### src/rtl/mem_port_arbiter.sv
// Round-robin arbiter that shares one single-port memory between num_req clients.
// One access in flight at a time; read data is routed back to the requester that won.
module mem_port_arbiter #(
  parameter int addr_width   = 12,
  parameter int data_width   = 16,
  parameter int num_req      = 3,
  parameter int read_latency = 2
) (
  input  logic                           clk,
  input  logic                           rst_n,
  input  logic [num_req-1:0]             req,
  input  logic [num_req-1:0]             req_we,
  input  logic [num_req*addr_width-1:0]  req_addr,
  input  logic [num_req*data_width-1:0]  req_wdata,
  output logic [num_req-1:0]             gnt,
  output logic [num_req-1:0]             rvalid,
  output logic [data_width-1:0]          rdata,
  output logic                           busy,
  output logic                           mem_en,
  output logic                           mem_we,
  output logic [addr_width-1:0]          mem_addr,
  output logic [data_width-1:0]          mem_wdata,
  input  logic [data_width-1:0]          mem_rdata
);

  localparam int PTR_W = (num_req > 1) ? $clog2(num_req) : 1;

  typedef enum logic [1:0] {IDLE, ISSUE, RD_WAIT} state_t;

  state_t                state_q, state_d;
  logic [PTR_W-1:0]      ptr_q, ptr_d;
  logic [PTR_W-1:0]      owner_q, owner_d;
  logic [PTR_W-1:0]      win, cand;
  logic [PTR_W:0]        sum;
  logic                  found;
  logic [3:0]            cnt_q, cnt_d;
  logic [num_req-1:0]    gnt_d, rvalid_d;
  logic [data_width-1:0] rdata_d;
  logic                  busy_d;
  logic                  mem_en_d, mem_we_d;
  logic [addr_width-1:0] mem_addr_d;
  logic [data_width-1:0] mem_wdata_d;

  // Search starts at the pointer and wraps, so the first hit is the round-robin winner.
  always_comb begin
    found = 1'b0;
    win   = '0;
    cand  = '0;
    sum   = '0;
    for (int i = 0; i < num_req; i++) begin
      sum = {1'b0, ptr_q} + (PTR_W+1)'(i);
      if (sum >= (PTR_W+1)'(num_req))
        sum = sum - (PTR_W+1)'(num_req);
      cand = sum[PTR_W-1:0];
      if (!found && req[cand]) begin
        found = 1'b1;
        win   = cand;
      end
    end
  end

  always_comb begin
    state_d     = state_q;
    ptr_d       = ptr_q;
    owner_d     = owner_q;
    cnt_d       = cnt_q;
    gnt_d       = '0;
    rvalid_d    = '0;
    rdata_d     = rdata;
    mem_en_d    = 1'b0;
    mem_we_d    = mem_we;
    mem_addr_d  = mem_addr;
    mem_wdata_d = mem_wdata;
    case (state_q)
      IDLE: begin
        if (found) begin
          state_d      = ISSUE;
          gnt_d[win]   = 1'b1;
          mem_en_d     = 1'b1;
          mem_we_d     = req_we[win];
          mem_addr_d   = req_addr[int'(win)*addr_width +: addr_width];
          mem_wdata_d  = req_wdata[int'(win)*data_width +: data_width];
          owner_d      = win;
          ptr_d        = (win == PTR_W'(num_req-1)) ? '0 : win + PTR_W'(1);
        end
      end
      ISSUE: begin
        if (mem_we) begin
          state_d = IDLE;
        end else begin
          state_d = RD_WAIT;
          cnt_d   = 4'(read_latency - 1);
        end
      end
      RD_WAIT: begin
        if (cnt_q == 4'd0) begin
          rdata_d           = mem_rdata;
          rvalid_d[owner_q] = 1'b1;
          state_d           = IDLE;
        end else begin
          cnt_d = cnt_q - 4'd1;
        end
      end
      default: state_d = IDLE;
    endcase
    busy_d = (state_d != IDLE);
  end

  // Every output is a flop so downstream timing never sees the arbitration logic.
  always_ff @(posedge clk or negedge rst_n) begin
    if (!rst_n) begin
      state_q   <= IDLE;
      ptr_q     <= '0;
      owner_q   <= '0;
      cnt_q     <= '0;
      gnt       <= '0;
      rvalid    <= '0;
      rdata     <= '0;
      busy      <= 1'b0;
      mem_en    <= 1'b0;
      mem_we    <= 1'b0;
      mem_addr  <= '0;
      mem_wdata <= '0;
    end else begin
      state_q   <= state_d;
      ptr_q     <= ptr_d;
      owner_q   <= owner_d;
      cnt_q     <= cnt_d;
      gnt       <= gnt_d;
      rvalid    <= rvalid_d;
      rdata     <= rdata_d;
      busy      <= busy_d;
      mem_en    <= mem_en_d;
      mem_we    <= mem_we_d;
      mem_addr  <= mem_addr_d;
      mem_wdata <= mem_wdata_d;
    end
  end

endmodule

### config.mk
export PLATFORM = sky130hd
export DESIGN_NAME = mem_port_arbiter
export DESIGN_NICKNAME = d
export VERILOG_FILES = /design/src/rtl/mem_port_arbiter.sv
export SDC_FILE = /design/constraint.sdc
export NUM_CORES = 1
export LEC_CHECK = 0
export CAP_MARGIN = 10
export CORE_ASPECT_RATIO = 1.4
export CORE_MARGIN = 4
export CORE_UTILIZATION = 25
export DETAILED_ROUTE_END_ITERATION = 10
export PLACE_DENSITY_LB_ADDON = 0.3
export SETUP_SLACK_MARGIN = 0.3
export SYNTH_ARGS = -nofsm -noshare
export SYNTH_HDL_FRONTEND = slang
export SYNTH_SLANG_ARGS = --single-unit
### constraint.sdc
create_clock -name clk -period 2.18 [get_ports clk]
set_clock_uncertainty 0.1 [all_clocks]
set_input_delay 0.436 -clock clk [delete_from_list [all_inputs] [get_ports clk]]
set_output_delay 0.436 -clock clk [all_outputs]
set_load 0.02 [all_outputs]
==> results of run 1 <==
## registers in the layout (all words and copies together) (netlist names), 2 cells and up
name and count:
ptr_q 2, owner_q 2, mem_addr 12, cnt_q 4, rvalid 3, gnt 3, mem_wdata 16, state_q 2
rdata 16
## timing repair
action,CTS,global route
hold buffers,0,0
gates cloned,5,1
endpoints found under the setup margin,40,71
pin swaps,12,7
resized for setup,48,31
buffers inserted,22,2
## per-stage QoR
| stage | setup TNS, ns | cell area (µm²) | utilization, % | hold WS (ns) | total power [W] |
|---|---|---|---|---|---|
| after detailed placement | -16.32 | 5280 | 41.2 | 0.364 | 0.00736 |
| after global placement | -14.98 | 5280 | 41.2 | 0.365 | 0.00723 |
| after floorplan | -3.94 | 3290 | - | 0.0404 | 0.00504 |
| after global routing | -15.06 | 6370 | 49.7 | 0.0397 | 0.0117 |
| after CTS | -9.92 | 6200 | 48.4 | 0.0266 | 0.0108 |
| final | -10.95 | 6370 | 49.7 | 0.00185 | 0.0110 |
## area by class of cell
class	count	area [µm²]
inverter	31	116
multi-input combinational	194	1690
sequential	63	1580
clock inverter	7	125
tap	153	191
clock buffer	9	225
timing repair buffer	226	2450
fill	1135	6440
## report_power, final
| group | leakage, nW | internal (W) | switching, W | total, W |
|---|---|---|---|---|
| clock network | 0.171 | 0.00113 | 0.000576 | 0.00171 |
| logic | 1.92 | 0.00397 | 0.00322 | 0.00719 |
| registers | 0.775 | 0.00175 | 0.000312 | 0.00206 |
## worst paths after layout
| kind | startpoint | cells past startpoint | end |
|---|---|---|---|
| min in group clk | owner_q[1] | 1 | rvalid[1] |
| max in group asynchronous | rst_n | 2 | ptr_q[1] |
| max | ptr_q[0] | 11 | mem_wdata[14] |
| min | rst_n | 2 | mem_addr[8] |
| min reg2reg | owner_q[1] | 1 | rvalid[1] |
| max reg2reg | ptr_q[0] | 11 | mem_wdata[14] |
## per-layer routing
layer / vias to the layer above / part of all wire, % / global-route usage, % / wire, µm
met4: 0 / 4.0 / 7.14 / 468
met1: 1584 / 34 / 16.0 / 4000
li1: 1522 / - / - / -
met3: 32 / 6.5 / 4.12 / 752
met5: - / 0 / 0 / 0
met2: 126 / 55 / 29.5 / 6400
## cell families after synthesis
family | share of synthesized area [%]
compound gates | 11.5
fa+ha+maj | 2.30
mux | 14.7
buf+inv | 7.14
simple gates | 15.5
xor+xnor | 0.537
flops | 48.3
## placed cells by master (no fill, tap or decap), types with 4 or more instances in the layout
cell	count
a31oi_1	5
and2_1	9
buf_12	12
buf_16	5
buf_4	34
buf_6	12
clkbuf_16	10
clkdlybuf4s50_1	147
dfrtp_1	62
dlymetal6s2s_1	12
inv_1	26
inv_2	5
inv_6	4
mux2_2	17
mux2i_1	21
nand2_1	26
nand3_1	12
nand3_2	5
nand3b_1	11
nor2_1	7
nor2b_1	5
o21ai_0	8
o221ai_1	19
==> results.tsv, run 1 <==
stage	metric	value	unit
pwr	PwrDens	1720	nW/µm²
sta	Worst Tran Pin Value	0.353	ns
setup_path	CP Class	reg -> reg	
setup_path	CP endpoint kind	register	
finish	Area growth, synth to finish	95.4	%
drt	antenna viol nets, final	0	
die	FP Rows	49	
setup_path	crit path max fanout	6	
finish	non-filler instance count after layout	683	
synthesis	EDFF count, synth	0	
cts	worst skew pair latency	0.33	ns
setup_path	CP peak stage delay	0.49	ns
synthesis	ys flop type	dfrtp_1	
setup_path	Crit-path slowest cell	or4bb_1	
sta	Final Max Slew Viols	0	
finish	n_diodes	0	
synthesis	synthesis-stage register bit count	63	
synthesis	Syn Std Cell Area	3260	µm²
drt	drt drc	0	
drt	routed via count	3264	
finish	layout cells sized above 1	26.6	%
synthesis	library cells used by synthesis	42	
sta	RSZ-0062 raised after global routing	true	
sta	period utilisation layout	117	%
placed_design	port bufs	160	
synthesis	Synth Area per Inst	10.6	µm²
placed_design	routability cong.	0.845	
synthesis	synth top area cells	dfrtp_1 (48%), mux2i_1 (8.0%), mux2_2 (6.2%)	
placed_design	Placement Setup Slack	-0.563	ns
cts	CTS buffer count	9	
synthesis	count leader, synth	dfrtp_1	
cts	CTS tree	built	
die	Die X	105	µm
die	total die area	15000	µm²
outcome	failing checks	setup timing	
min_path	Hold/Removal Path Class	in -> async	
finish	Final Net Count	639	
die	Placeable Area	12800	µm²
drt	total wire length	11600	µm
pwr	VDD IR max	0.592	mV
die	# IOs	161	
drt	drt pass-1 iters	4	
drt	initial DRC count	91	
setup_path	Critical Path Start Type	register	
setup_path	r2r setup slk	-0.36	ns
synthesis	Post-Syn Nets	421	
sta	top achievable clock speed	0.394	GHz
outcome	status	finished with violations	
cts	Clock Pin Slew Worst Setup and Hold Paths	0.06	ns
drt	drt via density	4.78	
synthesis	synth cell count leaders	dfrtp_1 (63), inv_1 (30), nand2_1 (28), mux2i_1 (26), o221ai_1 (21)	
cts	CTS root buffer	clkbuf_16	
die	die height	143	µm
synthesis	post-synthesis sequential area ratio	48.3	%
setup_path	CP Buf/Inv Count	4	
pwr	Leak	2.86	nW
die	Initial Util	25.4	%
sta	Hold Fails Final Rpt	0	
placed_design	DP Wirelength	7960	µm
global_routing	GRT Resource Usage Total	15.6	%
cts	# H-tree levels	3	
synthesis	asr flop ratio synth	100	%
setup_path	critical path's top delay family	simple AND/OR/NAND/NOR gates	
synthesis	top cell type's share of synthesized area	48.3	%
synthesis	cell count after synthesis	307	
global_routing	initial antenna violation count	0	
cts	Num Clock Sinks	63	
synthesis	yosys warns	0	
drt	WL per Instance	17.0	µm
sta	relative slew slack	76.1	%
setup_path	worst path required time	2.28	ns
global_routing	gr ovfl total	0	
job	max cap viols	0	
sta	PnR worst setup slack	-0.361	ns
sta	final setup violating endpoints	39	
setup_path	Worst EP arrival	2.64	ns
placed_design	dpl cells	637	
global_routing	largest net degree at the start of global routing	64	
cts	Longest Clk Path Bufs	2	
sta	fin crit period	2.54	ns
synthesis	cell taking the most area after synthesis	dfrtp_1	
setup_path	crit path cell chain	inv_2 -> ha_4 -> or4bb_1 -> nand3_2 -> mux2i_4 -> a31oi_4 -> buf_6 -> buf_12 -> buf_16 -> mux2i_1 -> o221ai_1	
global_routing	global-route wire length before repair	18200	µm
global_routing	vias in the first global route	3541	
Power figures use the tool's default switching activity.
==> run 2: changes to the inputs <==
--- a/config.mk
+++ b/config.mk
@@ -11,7 +11,6 @@
 export CORE_UTILIZATION = 25
 export DETAILED_ROUTE_END_ITERATION = 10
 export PLACE_DENSITY_LB_ADDON = 0.3
-export SETUP_SLACK_MARGIN = 0.3
 export SYNTH_ARGS = -nofsm -noshare
 export SYNTH_HDL_FRONTEND = slang
 export SYNTH_SLANG_ARGS = --single-unit
==> run 2 against run 1 <==
  * The flow still finishes with violations (setup timing)
  * Largest cell class unchanged
  * Critical path depth fell by 2
  * Via count decreased by 3.2%
  * Register-to-register slack better by 0.08 ns
  * Combinational power is 10% lower
  * Worst setup slack better by 0.083 ns
==> results.tsv, run 2 (same netlist as run 1, synthesis figures left out) <==
stage	metric	value	unit	change
outcome	status	finished with violations		
outcome	failing checks	setup timing		
drt	initial DRC count	82		-9.9%
drt	drt drc	0		unchanged
die	Die X	105	µm	unchanged
global_routing	global-route wire length before repair	16700	µm	-8.0%
finish	non-filler instance count after layout	664		-2.8%
sta	fin crit period	2.46	ns	-0.0834 ns
drt	total wire length	11300	µm	-2.4%
die	# IOs	161		unchanged
global_routing	gr ovfl total	0		unchanged
die	FP Rows	49		unchanged
global_routing	initial antenna violation count	0		unchanged
sta	period utilisation layout	113	%	-3.8 points
finish	Area growth, synth to finish	85.8	%	
setup_path	r2r setup slk	-0.28	ns	+0.08 ns
drt	antenna viol nets, final	0		unchanged
sta	relative slew slack	74.8	%	-1.3 points
pwr	clock share of power	15.6	%	about the same
sta	Hold Fails Final Rpt	0		unchanged
global_routing	largest net degree at the start of global routing	64		unchanged
pwr	logic gate share of total power	64.0	%	-1.6 points
pwr	switching share of power	38.8	%	+1.3 points
finish	final core occ	47.3	%	-2.5 points
sta	PnR worst setup slack	-0.278	ns	+0.0834 ns
pwr	Switching Power	0.00391	W	-5.0%
pwr	Internal Dissipation	0.00616	W	-10%
pwr	Leak	2.58	nW	-10%
cts	# H-tree levels	3		unchanged
cts	Hold Buf Count CTS	0		unchanged
placed_design	port bufs	160		unchanged
sta	Fin Hold WS	0.0169	ns	+0.0151 ns
finish	layout cells sized above 1	24.7	%	-1.9 points
cts	CTS tree	built		
cts	Longest Clk Path Bufs	2		unchanged
finish	Filler cells	1174		+3.4%
drt	drt via density	4.76		-0.42%
cts	worst skew pair latency	0.32	ns	about the same
drt	drt pass-1 iters	4		unchanged
pwr	Overall Power	0.0101	W	-8.2%
finish	register area	1580	µm²	unchanged
global_routing	vias in the first global route	3359		-5.1%
setup_path	CP endpoint kind	register		
sta	Final Max Slew Viols	0		unchanged
die	Initial Util	25.4	%	unchanged
sta	final setup violating endpoints	38		-2.6%
sta	RSZ-0062 raised after global routing	true		
placed_design	routability cong.	0.762		-9.8%
finish	n_diodes	0		unchanged
finish	biggest regs	mem_wdata: 16 flops, rdata: 16 flops, mem_addr: 12 flops		
setup_path	worst path required time	2.27	ns	about the same
die	total die area	15000	µm²	unchanged
sta	Worst Tran Pin Value	0.373	ns	+0.0195 ns
placed_design	DP Wirelength	7500	µm	-5.8%
sta	top achievable clock speed	0.407	GHz	+3.4%
setup_path	Critical Path Start Type	register		
setup_path	CP Class	reg -> reg		
cts	Clock Pin Slew Worst Setup and Hold Paths	0.06	ns	about the same
cts	Num Clock Sinks	63		unchanged
min_path	Hold/Removal Path Class	in -> async		
die	Placeable Area	12800	µm²	unchanged
global_routing	GRT Resource Usage Total	14.0	%	-1.6 points
setup_path	crit path max fanout	11		+5
cts	CTS root buffer	clkbuf_16		
pwr	VDD IR max	0.628	mV	+6.0%
finish	most frequent cells in the layout	clkdlybuf4s50_1 (159), dfrtp_1 (62), buf_4 (27)		
pwr	PwrDens	1660	nW/µm²	-3.4%
pwr	power share of the sequential group	20.4	%	+1.6 points
finish	Final Net Count	620		-3.0%
job	max cap viols	0		unchanged
drt	routed via count	3160		-3.2%
setup_path	Worst EP arrival	2.55	ns	-0.09 ns
die	die height	143	µm	unchanged
drt	WL per Instance	17.1	µm	+0.44%
finish	commonest non-fill, non-tap cell in the layout	clkdlybuf4s50_1		
placed_design	dpl cells	635		-0.31%
cts	CTS buffer count	9		unchanged
finish	multi-input gate area in the final layout	1670	µm²	-1.0%
sta	post-route setup TNS	-7.64	ns	+3.31 ns
run 2: cell types whose count changed in the layout (fill, tap and decap cells not counted), moves of 4 or more:
cell,previous run,this run
clkdlybuf4s50_1,147,159
dlymetal6s2s_1,12,0
buf_4,34,27
buf_6,12,6
o221ai_1,19,13
o221ai_2,2,8
buf_16,5,0
buf_12,12,8
clkbuf_16,10,14
inv_6,4,0
run 2: area by class of cell:
class / count / share of cell area (%)
Multi-Input combinational cell: 194 / 27.6
Inverter: 31 / 1.96
Clock inverter: 5 / 1.34
Timing Repair Buffer: 207 / 35.9
Tap cell: 153 / 3.16
Clock buffer: 11 / 4.01
Sequential cell: 63 / 26.0
run 2: path summary, 6_finish.rpt:
path                            cells after the start             to         start
worst max-delay path                                9  mem_wdata[14]      ptr_q[0]
worst min-delay path                                2    mem_addr[8]         rst_n
worst max register to register                      9  mem_wdata[14]      ptr_q[0]
worst min register to register                      2   mem_wdata[4]  mem_wdata[4]
max in group asynchronous                           2   mem_wdata[3]         rst_n
min in group clk                                    2   mem_wdata[4]  mem_wdata[4]
run 2: worst max-delay path: stages, from the launching register on:
cell and delay [ns]:
dfrtp_1 0.38, buf_4 0.15, ha_4 0.17, mux2_4 0.33
mux2_4 0.29, o31ai_4 0.28, inv_4 0.13, nand2b_4 0.15
clkbuf_16 0.20, o221ai_1 0.12
run 2: stage by stage:
stage	setup WS (ns)	area, µm²
3_3_place_gp	-0.428	5290
3_5_place_dp	-0.474	5290
6_report	-0.278	6060
5_1_grt	-0.348	6060
4_1_cts	-0.247	5780
2_1_floorplan	-0.124	3290
run 2: metal layers:
| metal | part of all wire, % | up-vias | track usage, % |
|---|---|---|---|
| met3 | 7.3 | 22 | 4.21 |
| met4 | 2.6 | 0 | 5.25 |
| met1 | 36 | 1513 | 14.4 |
| met5 | 0 | - | 0 |
| met2 | 54 | 140 | 26.5 |
| li1 | - | 1485 | - |
run 2: repair_timing:
action / CTS / global route
setup endpoints to repair: 39 / 39
endpoints found under the hold margin: 0 / 0
pin swaps: 3 / 18
resized for setup: 23 / 34
setup buffers: 6 / 1
gates cloned: 1 / 6
run 2: power by group through the flow:
| stage | clock network (W) | registers [W] | logic (W) |
|---|---|---|---|
| 2_1_floorplan | 0 | 0.00260 | 0.00244 |
| 3_3_place_gp | 0 | 0.00204 | 0.00517 |
| 3_5_place_dp | 0 | 0.00206 | 0.00528 |
| 4_1_cts | 0.00162 | 0.00206 | 0.00570 |
| 5_1_grt | 0.00166 | 0.00213 | 0.00692 |
| 6_report | 0.00157 | 0.00205 | 0.00644 |
